**config.mk**
```make
export PLATFORM = sky130hd
export DESIGN_NAME = instr_fetch_seq
export DESIGN_NICKNAME = d
export VERILOG_FILES = /design/src/rtl/instr_fetch_seq.sv
export SDC_FILE = /design/constraint.sdc
export NUM_CORES = 1
export LEC_CHECK = 0
export ABC_CLOCK_PERIOD_IN_PS = 3100
export CORE_MARGIN = 2
export CORE_UTILIZATION = 37
export CTS_BUF_LIST = sky130_fd_sc_hd__clkbuf_8
export CTS_CLUSTER_SIZE = 28
export DETAILED_ROUTE_END_ITERATION = 8
export HOLD_SLACK_MARGIN = 0.02
export PLACE_DENSITY = 0.58
export SYNTH_ARGS = -nofsm -noshare
export SYNTH_HDL_FRONTEND = slang
export SYNTH_SLANG_ARGS = --single-unit
```
**constraint.sdc**
```tcl
create_clock -name clk -period 3.1 [get_ports clk]
set_input_delay 0.62 -clock clk [delete_from_list [all_inputs] [get_ports clk]]
set_output_delay 0.62 -clock clk [all_outputs]
set_load 0.02 [all_outputs]
```
**src/rtl/instr_fetch_seq.sv**
```systemverilog
// instr_fetch_seq: program sequencer feeding 10-bit PI words to the 5-bit CPU.
// Loads a small program memory while idle, then issues instructions in order
// on a valid/ready handshake and captures the CPU result and flags on each
// accepted instruction.
// Optional build macro SEQ_STEP_EN: adds a 'step' input; each step pulse arms
// exactly one handshake.
//
// state | meaning
// IDLE  | waiting for start; program memory writable
// PREP  | synchronous read of mem[pc] into pi_out
// ISSUE | pi_out offered to the CPU until accepted
// DONE  | one-cycle done pulse, then back to IDLE
module instr_fetch_seq #(
  parameter int DEPTH = 16,
  parameter int AW    = 4,
  parameter int IW    = 10
) (
  input  logic          clk,
  input  logic          rst,
  input  logic          ld_we,
  input  logic [AW-1:0] ld_addr,
  input  logic [IW-1:0] ld_data,
  input  logic [AW:0]   prog_len,
  input  logic          start,
`ifdef SEQ_STEP_EN
  input  logic          step,
`endif
  output logic [IW-1:0] pi_out,
  output logic          pi_valid,
  input  logic          pi_ready,
  input  logic [4:0]    r_in,
  input  logic          cf_in,
  input  logic          sf_in,
  input  logic          zf_in,
  input  logic          gf_in,
  output logic [4:0]    r_q,
  output logic [3:0]    flags_q,
  output logic [AW-1:0] pc,
  output logic          busy,
  output logic          done,
  output logic [7:0]    icount
);

  typedef enum logic [1:0] {
    S_IDLE  = 2'd0,
    S_PREP  = 2'd1,
    S_ISSUE = 2'd2,
    S_DONE  = 2'd3
  } state_e;

  localparam logic [AW:0] DEPTH_L = (AW+1)'(DEPTH);

  state_e        state_q;
  logic [IW-1:0] mem [DEPTH];
  logic [AW-1:0] pc_q;
  logic [AW:0]   len_q;
  logic [IW-1:0] pi_out_q;
  logic          pi_valid_q;
  logic [4:0]    result_q;
  logic [3:0]    flag_q;
  logic          busy_q;
  logic          done_q;
  logic [7:0]    icount_q;

  logic [AW:0]   len_d;
  logic [7:0]    icount_d;
  logic          last_w;
  logic          valid_w;
  logic          hs_w;

  // Length clamp keeps pc inside the memory; saturating count; last-address test
  always_comb begin
    len_d    = (prog_len > DEPTH_L) ? DEPTH_L : prog_len;
    icount_d = (icount_q == 8'hFF) ? icount_q : icount_q + 8'd1;
    last_w   = ({1'b0, pc_q} == (len_q - (AW+1)'(1)));
  end

`ifdef SEQ_STEP_EN
  logic arm_q;

  // A step pulse arms one handshake; an early pulse stays armed until used
  always_ff @(posedge clk) begin
    if (rst) begin
      arm_q <= 1'b0;
    end else begin
      arm_q <= (arm_q & ~hs_w) | step;
    end
  end

  assign valid_w = pi_valid_q & arm_q;
`else
  assign valid_w = pi_valid_q;
`endif

  assign hs_w = valid_w & pi_ready;

  // Program memory: written only while idle, never reset
  always_ff @(posedge clk) begin
    if (!rst && state_q == S_IDLE && ld_we) begin
      mem[ld_addr] <= ld_data;
    end
  end

  // Sequencer FSM with registered outputs
  always_ff @(posedge clk) begin
    if (rst) begin
      state_q    <= S_IDLE;
      pc_q       <= '0;
      len_q      <= '0;
      pi_out_q   <= '0;
      pi_valid_q <= 1'b0;
      result_q   <= '0;
      flag_q     <= '0;
      busy_q     <= 1'b0;
      done_q     <= 1'b0;
      icount_q   <= '0;
    end else begin
      done_q <= 1'b0;
      case (state_q)
        S_IDLE: begin
          if (start && prog_len != '0) begin
            state_q  <= S_PREP;
            pc_q     <= '0;
            icount_q <= '0;
            len_q    <= len_d;
            busy_q   <= 1'b1;
          end
        end
        S_PREP: begin
          pi_out_q   <= mem[pc_q];
          pi_valid_q <= 1'b1;
          state_q    <= S_ISSUE;
        end
        S_ISSUE: begin
          if (hs_w) begin
            result_q   <= r_in;
            flag_q     <= {gf_in, zf_in, sf_in, cf_in};
            icount_q   <= icount_d;
            pi_valid_q <= 1'b0;
            if (last_w) begin
              state_q <= S_DONE;
              done_q  <= 1'b1;
              busy_q  <= 1'b0;
            end else begin
              pc_q    <= pc_q + AW'(1);
              state_q <= S_PREP;
            end
          end
        end
        S_DONE: begin
          state_q <= S_IDLE;
        end
        default: begin
          state_q <= S_IDLE;
        end
      endcase
    end
  end

  assign pi_out   = pi_out_q;
  assign pi_valid = valid_w;
  assign r_q      = result_q;
  assign flags_q  = flag_q;
  assign pc       = pc_q;
  assign busy     = busy_q;
  assign done     = done_q;
  assign icount   = icount_q;

endmodule

```
==> PnR_summary.wiki <==
{| class="wikitable"
! Metric !! Value
|-
| Final Hold Slack || 0.4596 ns
|-
| Number of global-route vias before repair || ~4800
|-
| Total non-filler cell area in the finished layout || 9796 um^2
|-
| Fraction of post-synthesis cell area in the top cell type by area || 59.86%
|-
| Top post-synthesis cells by area || sky130_fd_sc_hd__edfxtp_1 60%, sky130_fd_sc_hd__dfxtp_1 10%, sky130_fd_sc_hd__mux4_2 6.7%
|-
| Power per standard cell area || around 600 nW/um^2
|-
| Number of placed I/O pins || 67
|-
| Maximum clock frequency || 412.2 MHz
|-
| Standard-cell rows || 53
|-
| Antenna-violating nets left || 0
|-
| Number of hold buffers added after cts || 0
|-
| Cell with the most instances after synthesis || sky130_fd_sc_hd__edfxtp_1
|-
| CP Data Required Time || 2.48 ns
|-
| Reg2Reg Depth || 6
|-
| Post-detailed-route DRC marker count || 0
|-
| Launch point of the worst path || pc[2]$_SDFFE_PP0P_
|-
| 1st-pass router iterations || 5
|-
| Synthesized netlist cell count || 475
|-
| Seq cells post-synth || 201
|-
| Share of synthesized registers carrying an async set or reset || 0%
|-
| Pin count of the biggest net entering global routing || 46
|-
| Average detailed-routed wire length per instance || between 20 and 25 um
|-
| Cells resized by post-CTS repair || 0
|-
| Chip height || 151.3 um
|-
| Shortest clock period the worst path allows after layout || 2.426 ns
|-
| Synth top cells by count || 160 x sky130_fd_sc_hd__edfxtp_1, 41 x sky130_fd_sc_hd__dfxtp_1, 39 x sky130_fd_sc_hd__nor2_1, 38 x sky130_fd_sc_hd__a21oi_1, 30 x sky130_fd_sc_hd__nand2_1
|-
| Port Buf Inserts || 66
|-
| Worst Max-Slew Pin Slew || 0.8138 ns
|-
| GRT met2 Usage || 26.65%
|-
| Kind of start point of the critical path || flop
|-
| Clock latency on the worst-skew pair || around 0.53 ns
|-
| Max transition margin || 45.64%
|-
| Source of the worst register-to-register timing path || state_q[0]$_SDFFE_PP0P_
|-
| Endpoint of the worst-slack reg-to-reg timing path || mem[4][9]$_DFFE_PP_
|-
| Worst setup slack after layout || roughly 0.67 ns
|-
| Global router's overall resource usage || 15.86%
|-
| Clock tree skew after final layout || just under 0.04 ns
|-
| Share of the yosys chip area belonging to registers || 70.09%
|-
| Placed Cells incl. Taps || 818
|-
| Worst setup slack before clock tree synthesis || 0.4937 ns
|-
| Initial DRC Count || around 280
|-
| Clk pin slew, worst setup/hold paths || 0.06 ns
|-
| Number of enable-type register cells in the synthesized netlist || 160
|-
| TritonCTS clock tree || yes
|-
| Worst vdd rail ir drop || 0.3628 mV
|-
| Gr ovfl total || 0
|-
| Cells traversed along the worst timing path || clkdlybuf4s50_1
|-
| Worst path max stage delay || 0.70 ns
|-
| Unrepaired setup endpoints after global routing || false
|-
| CTS H-Tree Depth || 2
|-
| Layout net count || approximately 620
|-
| Combined buffer and inverter count along the critical path || 1
|-
| Met3 capacity usage during global routing || ~4%
|-
| Worst Hold Path Cells || 2
|-
| Syn-to-layout area delta || 22.04%
|-
| Busiest layer in global routing || met2
|-
| Count of clock tree sinks || 201
|-
| Reg2Reg Setup Slack || around 0.96 ns
|-
| Initial antenna violation count || 1
|-
| Met1 demand-to-capacity share in global routing || 20.13%
|-
| Cell chosen for the clock root || sky130_fd_sc_hd__clkbuf_8
|-
| Syn avg cell area || 16.90 um^2
|-
| Layout Cells excl Fill || 881
|-
| Mapped cell area || between 8000 and 9000 um^2
|-
| Net count of the mapped netlist || just over 500
|-
| Most used flip-flop cell after synthesis || sky130_fd_sc_hd__edfxtp_1
|-
| Total of max-cap violations || 0
|-
| Final-layout setup total negative slack || 0 ns
|-
| Arrival time reported for the critical path endpoint || roughly 1.8 ns
|-
| Number of setup violations in the final report || 0
|-
| Sum of net half-perimeters after detailed placement || 11400 um
|-
| Core Footprint || 21150 um^2
|-
| Synth cell types || 53
|-
| Outcome || completed
|-
| Library cell with the largest summed area after synthesis || sky130_fd_sc_hd__edfxtp_1
|-
| Total wire length || 17710 um
|-
| Number of pins exceeding their max-slew limit in the final report || 0
|-
| Post-route clock period utilization || just under 80%
|-
| Average via count per standard cell || approximately 5.2
|-
| Synth warnings || 0
|-
| Clock Tree Buf Depth || 3
|-
| Family with the most delay on the worst path || buffers and inverters
|-
| Start point of the worst hold path || flags_q[3]$_SDFFE_PP0P_
|-
| Highest fanout seen on the critical path || 12
|-
| CTS Buf Count || 35
|-
| Fraction of layout cells with a size suffix above 1 || about 18%
|-
| Endpoints failing hold || 0
|-
| Kind of critical path || reg -> out
|-
| Critical Path Sink Type || output pin
|-
| Width of the chip || between 150 and 200 um
|-
| Min-Delay Endpoint || flags_q[3]$_SDFFE_PP0P_
|-
| Wire length of the first global-routing pass || 26950 um
|-
| Post-CTS setup repair buffer count || 0
|-
| Vias post-DR || 4570
|-
| Slowest CP cell || sky130_fd_sc_hd__clkdlybuf4s50_1
|-
| Starting utilization of the core area || about 38%
|-
| Gp weighted congestion || 0.8009
|-
| Die Area || 22890 um^2
|-
| Count of antenna diodes in the layout || 0
|-
| Placed instance area || 9016 um^2
|-
| Path class of the lowest-slack min-delay path || reg -> reg
|-
| LEAKAGE || 3.206 nW
|}
-- state kept, by name (all words and copies together), names as in the netlist, 2 cells and up --
register  count
flags_q       4
state_q       2
pc            4
pi_out       10
mem         160
len_q         5
icount        8
r_q           5
-- worst reg2reg max path, stage by stage (launching register included) --
cell	delay (ns)
sky130_fd_sc_hd__dfxtp_1	0.35
sky130_fd_sc_hd__nor2_1	0.34
sky130_fd_sc_hd__and3_1	0.39
sky130_fd_sc_hd__nor2b_1	0.22
sky130_fd_sc_hd__nand2_1	0.12
sky130_fd_sc_hd__nor3_1	0.16
sky130_fd_sc_hd__buf_4	0.24
-- report_power, final --
group          total (W)  internal [W]  switching, W
sequential       0.00295       0.00294     0.0000153
combinational   0.000229     0.0000942      0.000135
clock            0.00267       0.00160       0.00108
-- routing by layer --
layer | vias up | wire length, um
li1 | 2099 | -
met1 | 2280 | 7498
met2 | 151 | 8617
met3 | 38 | 1212
met4 | 2 | 363
met5 | - | 13
-- per-stage QoR --
stage	util [%]	total power [W]
global route	46.31	0.006071
detailed placement	42.62	0.003240
floorplan	-	0.003113
CTS	46.31	0.005918
finish	46.31	0.005856
global placement	42.62	0.003233
-- area by class of cell --
cell class              instances  area, um^2
fillers                      1809       11360
flip-flops and latches        201        5628
multi-input cells             248        2176
repair buffers                 90       853.3
clock buffers                  36       495.5
well taps                     275       344.1
clock inverters                27       284.0
inverters                       4       15.01
-- cells by family (layout without fill, tap and decap cells) --
group,after synthesis,count (layout),share of synthesized area [%]
compound gates,73,73,5.939
xor+xnor,10,10,1.091
fa+ha+maj,3,3,0.4677
buf+inv,26,157,2.806
flops,201,201,70.09
mux,42,42,12.25
simple gates,120,120,7.358
-- placed cells by master, fill, tap and decap left out, types with 5 or more instances in the layout --
cell type,n
sky130_fd_sc_hd__edfxtp_1,160
sky130_fd_sc_hd__clkdlybuf4s50_1,66
sky130_fd_sc_hd__nor2_1,39
sky130_fd_sc_hd__dfxtp_1,39
sky130_fd_sc_hd__a21oi_1,38
sky130_fd_sc_hd__clkbuf_8,36
sky130_fd_sc_hd__nand2_1,30
sky130_fd_sc_hd__mux4_2,24
sky130_fd_sc_hd__buf_4,23
sky130_fd_sc_hd__a22oi_1,20
sky130_fd_sc_hd__mux4_1,16
sky130_fd_sc_hd__inv_1,15
sky130_fd_sc_hd__nor3_1,10
sky130_fd_sc_hd__xnor2_1,7
sky130_fd_sc_hd__bufinv_16,6
sky130_fd_sc_hd__nand3_1,5
-- how the worst max path moves through the flow --
| stage | slack [ns] | depth (start not counted) | to |
|---|---|---|---|
| global placement | 0.53 | 7 | mem[4][6]$_DFFE_PP_ |
| finish | 0.67 | 1 | pc[2] |
| global route | 0.57 | 1 | pc[2] |
| CTS | 0.64 | 2 | pc[1] |
| detailed placement | 0.49 | 7 | mem[4][0]$_DFFE_PP_ |
| floorplan | 0.77 | 5 | mem[0][0]$_DFFE_PP_ |
Note: power is estimated with default switching activity, not from simulation.
